## src/rtl/cpu_pkg.sv

```systemverilog
// Shared definitions for the memory stage of the 16-bit pipelined CPU:
// widths, FSM state encoding and MEM/WB bubble values.
package cpu_pkg;

  localparam int DATA_W = 16;
  localparam int REG_AW = 3;

  typedef enum logic {
    IDLE   = 1'b0,
    ACCESS = 1'b1
  } mem_state_t;

  localparam logic BUBBLE_REGWRITE = 1'b0;
  localparam logic BUBBLE_MEMTOREG = 1'b0;
  localparam logic BUBBLE_ERR      = 1'b0;

  function automatic logic is_memop(input logic mem_write, input logic mem_to_reg);
    return mem_write | mem_to_reg;
  endfunction

endpackage

```

## src/rtl/memwb_register.sv

```systemverilog
// MEM/WB pipeline register: loads the finished instruction on i_load,
// inserts a bubble (no register write, zeroed data) on i_bubble.
module memwb_register import cpu_pkg::*; #(
  parameter int DATA_W = cpu_pkg::DATA_W,
  parameter int REG_AW = cpu_pkg::REG_AW
) (
  input  logic              clk,
  input  logic              reset,
  input  logic              i_load,
  input  logic              i_bubble,
  input  logic              i_err,
  input  logic              i_regwrite,
  input  logic              i_memtoreg,
  input  logic [DATA_W-1:0] i_alu_result,
  input  logic [DATA_W-1:0] i_read_data,
  input  logic [REG_AW-1:0] i_write_reg,
  output logic              o_regwrite,
  output logic              o_memtoreg,
  output logic [DATA_W-1:0] o_alu_result,
  output logic [DATA_W-1:0] o_read_data,
  output logic [REG_AW-1:0] o_write_reg,
  output logic              o_err
);

  // NOTE: registers use non-blocking assignments so every flop samples pre-edge values.
  always_ff @(posedge clk) begin
    if (reset) begin
      o_regwrite   <= 1'b0;
      o_memtoreg   <= 1'b0;
      o_alu_result <= '0;
      o_read_data  <= '0;
      o_write_reg  <= '0;
      o_err        <= 1'b0;
    end else if (i_bubble) begin
      o_regwrite   <= BUBBLE_REGWRITE;
      o_memtoreg   <= BUBBLE_MEMTOREG;
      o_alu_result <= '0;
      o_read_data  <= '0;
      o_write_reg  <= '0;
      o_err        <= i_err;
    end else if (i_load) begin
      o_regwrite   <= i_regwrite;
      o_memtoreg   <= i_memtoreg;
      o_alu_result <= i_alu_result;
      o_read_data  <= i_read_data;
      o_write_reg  <= i_write_reg;
      o_err        <= BUBBLE_ERR;
    end
  end

endmodule

```

## src/rtl/memory_access_stage.sv

```systemverilog
// Memory stage: runs loads/stores over a req/ack handshake, stalls upstream
// while outstanding, and feeds MEM/WB. Define MEM_ACCESS_TIMEOUT_EN to abort
// accesses that see no ack within TIMEOUT cycles.
module memory_access_stage import cpu_pkg::*; #(
  parameter int DATA_W  = cpu_pkg::DATA_W,
  parameter int REG_AW  = cpu_pkg::REG_AW,
  parameter int TIMEOUT = 15
) (
  input  logic              clk,
  input  logic              reset,
  input  logic              MemWriteM,
  input  logic              MemToRegM,
  input  logic              RegWriteM,
  input  logic [DATA_W-1:0] alu_resultM,
  input  logic [DATA_W-1:0] write_dataM,
  input  logic [REG_AW-1:0] write_regM,
  output logic              mem_req,
  output logic              mem_we,
  output logic [DATA_W-1:0] mem_addr,
  output logic [DATA_W-1:0] mem_wdata,
  input  logic [DATA_W-1:0] mem_rdata,
  input  logic              mem_ack,
  output logic              stallM,
  output logic              RegWriteW,
  output logic              MemToRegW,
  output logic [DATA_W-1:0] alu_resultW,
  output logic [DATA_W-1:0] read_dataW,
  output logic [REG_AW-1:0] write_regW,
  output logic              mem_errW
);

  if (TIMEOUT < 1) begin : g_timeout_check
    $error("memory_access_stage: TIMEOUT must be at least 1");
  end

  mem_state_t        r_state;
  mem_state_t        w_next_state;
  logic              r_req;
  logic              r_we;
  logic [DATA_W-1:0] r_addr;
  logic [DATA_W-1:0] r_wdata;

  logic              w_memop;
  logic              w_stall;
  logic              w_start;
  logic              w_done;
  logic              w_abort;
  logic              w_wb_load;
  logic              w_wb_bubble;
  logic              w_timeout_hit;
  logic              w_regwrite;
  logic              w_memtoreg;
  logic [DATA_W-1:0] w_read_data;

  assign w_memop    = is_memop(MemWriteM, MemToRegM);
  // A store with MemToRegM also set is still a store: nothing is written back.
  assign w_regwrite = RegWriteM & ~MemWriteM;
  assign w_memtoreg = MemToRegM & ~MemWriteM;

`ifdef MEM_ACCESS_TIMEOUT_EN
  localparam int CNT_W = $clog2(TIMEOUT + 1);
  logic [CNT_W-1:0] r_cnt;

  always_ff @(posedge clk) begin
    if (reset || w_start) begin
      r_cnt <= '0;
    end else if (r_state == ACCESS) begin
      r_cnt <= r_cnt + 1'b1;
    end
  end

  // r_cnt counts completed ack-free ACCESS cycles; the TIMEOUT-th one aborts.
  assign w_timeout_hit = (r_state == ACCESS) && (r_cnt == CNT_W'(TIMEOUT - 1));
`else
  assign w_timeout_hit = 1'b0;
`endif

  // NOTE: every signal written here gets a default first so no path infers a latch.
  always_comb begin
    w_next_state = r_state;
    w_stall      = 1'b0;
    w_start      = 1'b0;
    w_done       = 1'b0;
    w_abort      = 1'b0;
    w_wb_load    = 1'b0;
    w_wb_bubble  = 1'b0;
    w_read_data  = '0;
    case (r_state)
      IDLE: begin
        if (w_memop) begin
          w_stall      = 1'b1;
          w_start      = 1'b1;
          w_wb_bubble  = 1'b1;
          w_next_state = ACCESS;
        end else begin
          w_wb_load    = 1'b1;
        end
      end
      ACCESS: begin
        if (mem_ack) begin
          w_done       = 1'b1;
          w_wb_load    = 1'b1;
          w_read_data  = r_we ? '0 : mem_rdata;
          w_next_state = IDLE;
        end else if (w_timeout_hit) begin
          w_abort      = 1'b1;
          w_wb_bubble  = 1'b1;
          w_next_state = IDLE;
        end else begin
          w_stall      = 1'b1;
          w_wb_bubble  = 1'b1;
        end
      end
      default: w_next_state = IDLE;
    endcase
  end

  always_ff @(posedge clk) begin
    if (reset) begin
      r_state <= IDLE;
    end else begin
      r_state <= w_next_state;
    end
  end

  // Request side is fully registered and held stable for the whole access.
  always_ff @(posedge clk) begin
    if (reset) begin
      r_req   <= 1'b0;
      r_we    <= 1'b0;
      r_addr  <= '0;
      r_wdata <= '0;
    end else if (w_start) begin
      r_req   <= 1'b1;
      r_we    <= MemWriteM;
      r_addr  <= alu_resultM;
      r_wdata <= write_dataM;
    end else if (w_done || w_abort) begin
      r_req   <= 1'b0;
    end
  end

  memwb_register #(
    .DATA_W(DATA_W),
    .REG_AW(REG_AW)
  ) u_memwb (
    .clk         (clk),
    .reset       (reset),
    .i_load      (w_wb_load),
    .i_bubble    (w_wb_bubble),
    .i_err       (w_abort),
    .i_regwrite  (w_regwrite),
    .i_memtoreg  (w_memtoreg),
    .i_alu_result(alu_resultM),
    .i_read_data (w_read_data),
    .i_write_reg (write_regM),
    .o_regwrite  (RegWriteW),
    .o_memtoreg  (MemToRegW),
    .o_alu_result(alu_resultW),
    .o_read_data (read_dataW),
    .o_write_reg (write_regW),
    .o_err       (mem_errW)
  );

  assign stallM    = w_stall;
  assign mem_req   = r_req;
  assign mem_we    = r_we;
  assign mem_addr  = r_addr;
  assign mem_wdata = r_wdata;

endmodule

```

## config.mk

```make
export PLATFORM = sky130hd
export DESIGN_NAME = memory_access_stage
export DESIGN_NICKNAME = d
export VERILOG_FILES = /design/src/rtl/cpu_pkg.sv /design/src/rtl/memwb_register.sv /design/src/rtl/memory_access_stage.sv
export SDC_FILE = /design/constraint.sdc
export NUM_CORES = 1
export LEC_CHECK = 0
export CAP_MARGIN = 20
export CELL_PAD_IN_SITES_DETAIL_PLACEMENT = 0
export CELL_PAD_IN_SITES_GLOBAL_PLACEMENT = 1
export CORE_ASPECT_RATIO = 1.1
export CORE_MARGIN = 10
export CORE_UTILIZATION = 24
export CTS_CLUSTER_DIAMETER = 200
export DETAILED_ROUTE_END_ITERATION = 10
export GPL_TIMING_DRIVEN = 0
export PLACE_DENSITY = 0.79
export SLEW_MARGIN = 0
export SYNTH_ARGS = -nofsm -noshare
export SYNTH_HDL_FRONTEND = slang
export SYNTH_SLANG_ARGS = --single-unit
```

## constraint.sdc

```tcl
create_clock -name clk -period 1.32 [get_ports clk]
set_clock_uncertainty 0.05 [all_clocks]
set_input_delay 0.264 -clock clk [delete_from_list [all_inputs] [get_ports clk]]
set_output_delay 0.264 -clock clk [all_outputs]
set_load 0.02 [all_outputs]
```

### Yosys cells after proc, flatten, opt, wreduce, memory -nomap -nowiden

Index checks and enable logic that the tools add are counted.

* flip-flop bits (word level): 72
* latch bits: 0
* RAM bits: 0
* memory bits (read-only): 0
* input port bits: 57
* logic and storage cells: 30
* memories kept: 0

* $add $sub $neg: 0
* multiply operators: 0
* div/mod/pow operators: 0
* magnitude comparators: 0
* eq/ne operators: 0
* shifts and indexed selects: 0
* multiplexer cells: 13
* bitwise logic cells: 5
* reduce and logical (&&, ||, !) cells: 2

Operators by type and width (count)
* $mux 16: 3
* $mux 1: 8
* $pmux 1 s2: 2
* $and 1x1->1: 2
* $not 1->1: 2
* $reduce_bool 2->1: 1
* $reduce_or 2->1: 1
* $or 1x1->1: 1

### Logic depth before layout (Yosys ltp)

* word-level depth: 4
* gate-level depth with buffers: 5

### Cells and area by module

From an unflattened synthesis, not the netlist that was laid out.

* cell total of the unflattened synthesis: 299
* area total of the unflattened synthesis: 2743.9 um^2

Modules (own cells, without submodules)
* memwb_register: times used 1, cells an instance 124, area each 1380.1 um^2, seq. area each 760.7 um^2
* memory_access_stage: times used 1, cells an instance 175, area each 1363.8 um^2, seq. area each 700.7 um^2

### Worst setup path after synthesis

OpenSTA, ideal clock, no wires.

* path type: register -> register
* start point: register r_state
* end point: register u_memwb.o_alu_result[10]
* library setup time: 0.057 ns
* arrival time: 1.188 ns
* data required time: 1.213 ns
* setup slack: 0.024 ns
* stages on the path, launching flop included: 5
* path buffers: 1
* cells stage by stage: dfxtp_1 > or3_4 > a21oi_4 > buf_6 > and2_2

* cells in the longest elaborated chain, start to end: 3
* elaborated cells on any way between the ends: 4
* those cells by class: 2 x mux; 1 x bitwise; 1 x reduce/logical

Ends and longest elaborated chain
* start: declaration: RTL line memory_access_stage.sv:36 `mem_state_t r_state;`
* start signal: assignment: RTL line memory_access_stage.sv:122 `r_state <= w_next_state;`
* $not 1->1
* $pmux 1 s2: RTL line memory_access_stage.sv:88 `case (r_state)`
* $reduce_or 2->1 (no source line)
* end signal: assignment: RTL line memwb_register.sv:44 `o_alu_result <= i_alu_result;`
* end: declaration: RTL line memwb_register.sv:19 `output logic [DATA_W-1:0] o_alu_result,`

Several ways; a longest one is shown, not always the timed one.
A chain may end at the register's enable or synchronous reset.

### Final worst setup path

* start point: register r_state
* end point: output port stallM

* cells in the longest elaborated chain, start to end: 2

Ends and longest elaborated chain
* $not 1->1
* $pmux 1 s2 (*): RTL line memory_access_stage.sv:88
* end: declaration: RTL line memory_access_stage.sv:23 `output logic stallM,`

Every way passes the cells marked *; elsewhere a longest branch is shown, timed or not.

==> report_table.html <==
<table>
<tr><th>Metric</th><th>Value</th></tr>
<tr><th colspan="2">Power and ir drop</th></tr>
<tr><td>Leakage</td><td>between 1.5 and 2 nW</td></tr>
<tr><td>Sequential share of power</td><td>0.492</td></tr>
<tr><td>Cell internal pwr</td><td>roughly 3.5 mW</td></tr>
<tr><td>Clock network fraction of total power</td><td>0.320</td></tr>
<tr><td>Maximum vdd drop</td><td>0.5563 mV</td></tr>
<tr><td>P per Cell Area</td><td>1169 mW/mm2</td></tr>
<tr><td>Part of the total power dissipated in combinational logic</td><td>0.188</td></tr>
<tr><td>Sw power</td><td>1.260 mW</td></tr>
<tr><td>Switching power as a share of total power</td><td>0.2661</td></tr>
<tr><th colspan="2">STA</th></tr>
<tr><td>Pins over their slew limit</td><td>0</td></tr>
<tr><td>Setup ws final</td><td>-275.1 ps</td></tr>
<tr><td>Setup_tns</td><td>-2538 ps</td></tr>
<tr><td>Final clock period utilization by the worst path</td><td>1.208</td></tr>
<tr><td>Unrepaired setup endpoints after global routing</td><td>true</td></tr>
<tr><td>Endpoints failing hold</td><td>0</td></tr>
<tr><td>Upper clock frequency limit</td><td>0.6269 GHz</td></tr>
<tr><td>Final-layout worst hold slack</td><td>353.1 ps</td></tr>
<tr><td>Final count of negative-setup-slack endpoints</td><td>20</td></tr>
<tr><td>Final critical path time including I/O delays and setup</td><td>1595 ps</td></tr>
<tr><th colspan="2">Routing</th></tr>
<tr><td>Drt pass-1 iters</td><td>4</td></tr>
<tr><td>First-iteration detailed-routing DRC count</td><td>between 40 and 50</td></tr>
<tr><td>Met1 WL</td><td>2981 um</td></tr>
<tr><td>Length of routed met3 wiring</td><td>952 um</td></tr>
<tr><td>Amount of wire on met2 after detailed routing</td><td>between 3000 and 4000 um</td></tr>
<tr><td>Routed via count divided by cell count</td><td>between 4 and 5</td></tr>
<tr><td>Average wire length per cell after detail routing</td><td>14.83 um</td></tr>
<tr><td>Top routing layer used</td><td>met4</td></tr>
<tr><td>Via count</td><td>~2.1k</td></tr>
<tr><td>Post-route DRC violation count</td><td>0</td></tr>
<tr><td>Antenna violation net count after detailed routing</td><td>0</td></tr>
<tr><td>Final WL</td><td>7551 um</td></tr>
<tr><th colspan="2">Global routing</th></tr>
<tr><td>Largest net degree at the start of global routing</td><td>17</td></tr>
<tr><td>Number of global-route vias before repair</td><td>between 2k and 2.5k</td></tr>
<tr><td>Total routing resource utilization after global routing</td><td>0.1040</td></tr>
<tr><td>Total congestion overflow</td><td>0</td></tr>
<tr><td>Number of antenna violations at the first check in global routing</td><td>1</td></tr>
<tr><td>Wire length of the first global-routing pass</td><td>between 10000 and 15000 um</td></tr>
<tr><th colspan="2">Yosys</th></tr>
<tr><td>Synth warnings</td><td>0</td></tr>
<tr><td>Portion of netlist area occupied by mux cells</td><td>0</td></tr>
<tr><td>Area share of the largest cell type after synthesis</td><td>0.6295</td></tr>
<tr><td>Number of flip-flops and latches in the synthesized netlist</td><td>~70</td></tr>
<tr><td>Adder-Cell Fraction of Synth Area</td><td>0</td></tr>
<tr><td>Number of different library cells in the post-synthesis netlist</td><td>22</td></tr>
<tr><td>Cells taking the most area after synthesis</td><td>sky130_fd_sc_hd__dfxtp_1 (63%), sky130_fd_sc_hd__nand2_1 (11%), sky130_fd_sc_hd__a21oi_1 (7.4%)</td></tr>
<tr><td>Cells after synthesis</td><td>~240</td></tr>
<tr><td>Summed instance area of the synthesized netlist</td><td>0.002290 mm2</td></tr>
<tr><td>Simple-gate share of the synthesized area</td><td>0.2421</td></tr>
<tr><td>Net count of the mapped netlist</td><td>294</td></tr>
<tr><td>Dominant combinational cell family by area after synthesis</td><td>simple AND/OR/NAND/NOR gates</td></tr>
<tr><td>Most used standard cell by instance count after synthesis</td><td>sky130_fd_sc_hd__dfxtp_1</td></tr>
<tr><td>Syn Area/Cell</td><td>9.661 um2</td></tr>
<tr><td>Count of flip-flops with a built-in enable after synthesis</td><td>0</td></tr>
<tr><td>Dominant register cell in the synthesized netlist</td><td>sky130_fd_sc_hd__dfxtp_1</td></tr>
<tr><td>Fraction of registers with async set/reset</td><td>0</td></tr>
<tr><td>Xor and xnor area share after synthesis</td><td>0</td></tr>
<tr><td>Top cells by instance count after synthesis</td><td>sky130_fd_sc_hd__dfxtp_1 (72), sky130_fd_sc_hd__nand2_1 (65), sky130_fd_sc_hd__a21oi_1 (34)</td></tr>
<tr><td>Most area-hungry cell type in the Yosys netlist</td><td>sky130_fd_sc_hd__dfxtp_1</td></tr>
<tr><td>Area fraction in compound gates after synthesis</td><td>0.09344</td></tr>
<tr><td>Share of the yosys chip area belonging to registers</td><td>0.6295</td></tr>
<tr><th colspan="2">Die</th></tr>
<tr><td>Area of the die</td><td>0.01385 mm2</td></tr>
<tr><td>Number of cell rows</td><td>37</td></tr>
<tr><td>Area of the placeable core</td><td>0.009351 mm2</td></tr>
<tr><td>Die span in y</td><td>122.4 um</td></tr>
<tr><td>Die X</td><td>113.1 um</td></tr>
<tr><td>Effective utilization at floorplan</td><td>0.2448</td></tr>
<tr><td>I/O pin count</td><td>130</td></tr>
<tr><th colspan="2">Final layout</th></tr>
<tr><td>Filler cell count in the final layout</td><td>960</td></tr>
<tr><td>Signed area change from the synthesized netlist to the final layout</td><td>76.78%</td></tr>
<tr><td>Multi-input gate area in the final layout</td><td>817.0 um2</td></tr>
<tr><td>Fraction of final layout cells with drive strength greater than 1</td><td>0.3069</td></tr>
<tr><td>Seq. cell area</td><td>0.001445 mm2</td></tr>
<tr><td>Layout Cells excl Fill</td><td>between 500 and 600</td></tr>
<tr><td>Post-layout net count</td><td>443</td></tr>
<tr><th colspan="2">Flow run</th></tr>
<tr><td>Total of max-cap violations</td><td>0</td></tr>
<tr><th colspan="2">Critical path</th></tr>
<tr><td>CP startpoint kind</td><td>register</td></tr>
<tr><td>Reg-to-reg endpoint</td><td>u_memwb.o_write_reg[2]$_SDFFE_PP0P_</td></tr>
<tr><td>Required time at the worst-slack endpoint</td><td>1010 ps</td></tr>
<tr><td>Worst setup slack for register-to-register paths</td><td>-140 ps</td></tr>
<tr><td>Top fanout value on the critical path</td><td>2</td></tr>
<tr><td>Largest incremental delay on the critical path</td><td>approximately 340 ps</td></tr>
<tr><td>Worst reg-to-reg path cell count</td><td>6</td></tr>
<tr><td>CP Data Arrival Time</td><td>1280 ps</td></tr>
<tr><td>Startpoint of the worst-slack reg-to-reg timing path</td><td>r_state$_SDFF_PP0_</td></tr>
<tr><td>Setup CP Type</td><td>reg -&gt; out</td></tr>
<tr><td>Setup crit end kind</td><td>output pin</td></tr>
<tr><td>Cell Chain, Critical Path</td><td>or3_4 -&gt; and2_4 -&gt; buf_6</td></tr>
<tr><td>Worst path slowest cell</td><td>sky130_fd_sc_hd__dfxtp_4</td></tr>
<tr><th colspan="2">Hold path</th></tr>
<tr><td>Worst min-delay path category</td><td>in -&gt; reg</td></tr>
<tr><td>Worst hold path cell count</td><td>2</td></tr>
<tr><td>Endpoint, Worst Hold</td><td>u_memwb.o_memtoreg$_SDFFE_PP0P_</td></tr>
<tr><td>Critical hold path startpoint</td><td>MemWriteM</td></tr>
<tr><th colspan="2">Clock network</th></tr>
<tr><td>Total number of H-tree levels</td><td>3</td></tr>
<tr><td>Clock tree from TritonCTS</td><td>built</td></tr>
<tr><td>Longest Clk Path Bufs</td><td>2</td></tr>
<tr><td>Later-pin clock latency in the skew report</td><td>340 ps</td></tr>
<tr><td>Number of sinks on the clock net</td><td>72</td></tr>
<tr><td>Clock Pin Slew Worst Setup and Hold Paths</td><td>around 70 ps</td></tr>
<tr><td>Number of clock buffers inserted by TritonCTS</td><td>9</td></tr>
<tr><td>Count of hold buffers inserted by post-cts repair</td><td>0</td></tr>
<tr><td>Cell at the root of the clock tree</td><td>sky130_fd_sc_hd__clkbuf_8</td></tr>
<tr><th colspan="2">Placement</th></tr>
<tr><td>Cell Count Post-Placement</td><td>between 400 and 500</td></tr>
<tr><td>Final HPWL DP</td><td>between 5000 and 6000 um</td></tr>
<tr><td>Weighted congestion reported at the end of routability-driven placement</td><td>0.6547</td></tr>
<tr><td>I/O Buffers</td><td>128</td></tr>
<tr><th colspan="2">Outcome</th></tr>
<tr><td>Run status</td><td>finished, violations left</td></tr>
<tr><td>Violated checks</td><td>negative setup slack</td></tr>
</table>
## logic make-up (layout without fill, tap and decap cells)
kind of cell / Yosys count / in the layout
AOI/OAI and AO/OA: 39 / 40
buffers and inverters: 15 / 168
DFF: 72 / 72
other: 1 / 2
and+or+nand+nor: 110 / 110
## how the worst max path moves through the flow
stage | startpoint | end | slack [ps] | cells after the start
after floorplan | r_state$_SDFF_PP0_ | u_memwb.o_alu_result[10]$_SDFFE_PP0P_ | 20 | 4
after global placement | MemWriteM | stallM | -980 | 4
after detailed placement | MemWriteM | stallM | -960 | 4
after CTS | r_state$_SDFF_PP0_ | stallM | -320 | 3
after global routing | r_state$_SDFF_PP0_ | stallM | -320 | 3
final | r_state$_SDFF_PP0_ | stallM | -280 | 3
## layout by cell type, fill, tap and decap left out, drive strengths merged, types with 2 or more instances in the layout
cell type,Yosys,routed
dfxtp,72,72
nand2,65,65
clkdlybuf4s50,0,54
clkdlybuf4s15,0,48
clkbuf,5,36
and2,36,36
a21oi,35,35
buf,9,22
clkinv,0,4
nor2,3,3
dlygate4sd2,0,3
o21ai,2,2
o21ba,1,2
## power groups by stage
stage          Clock, mW  Combinational, mW  Sequential [mW]
2_1_floorplan          0              0.216             2.52
3_3_place_gp           0              0.823             2.38
3_5_place_dp           0              0.828             2.38
4_1_cts             1.57              0.832             2.33
5_1_grt             1.66              0.969             2.34
6_report            1.51              0.890             2.33
## timing repair
item                                    4_1_cts  5_1_grt
endpoints found under the setup margin      133       82
gates cloned                                  2        5
buffers inserted                              3        2
gates resized for setup                     184       61
pin swaps                                     2        1
## through the flow
step / setup slack, ps / total power [mW] / util / instance area (um2)
floorplan: 24.28 / 2.734 / - / 2290
global placement: -975.6 / 3.202 / 0.3975 / 3717
detailed placement: -961.1 / 3.212 / 0.3975 / 3717
CTS: -316.8 / 4.734 / 0.4255 / 3979
global route: -321.9 / 4.966 / 0.4328 / 4048
finish: -275.1 / 4.733 / 0.4328 / 4048
## per-layer routing
layer | GRT usage | vias to the layer above
met3 | 0.06979 | 12
met5 | 0 | -
met2 | 0.1668 | 79
li1 | - | 1054
met4 | 0.04762 | 0
met1 | 0.1030 | 933
## final cells by class
cell class / instances / share of cell area
timing repair buffer: 139 / 0.3357
clock inverter: 4 / 0.004946
antenna: 1 / 0.0006182
inverter: 1 / 0.0009274
buffer: 12 / 0.02689
sequential: 72 / 0.3570
multi-input combinational: 151 / 0.2019
tap: 117 / 0.03617
clock buffer: 12 / 0.03586
## worst max-delay path, delay by kind of cell, from the launching register on
kind	cells	cell delay (ps)
buffers and inverters	1	120
DFF	1	340
and+or+nand+nor	2	480
(Power assumes the default switching activity.)
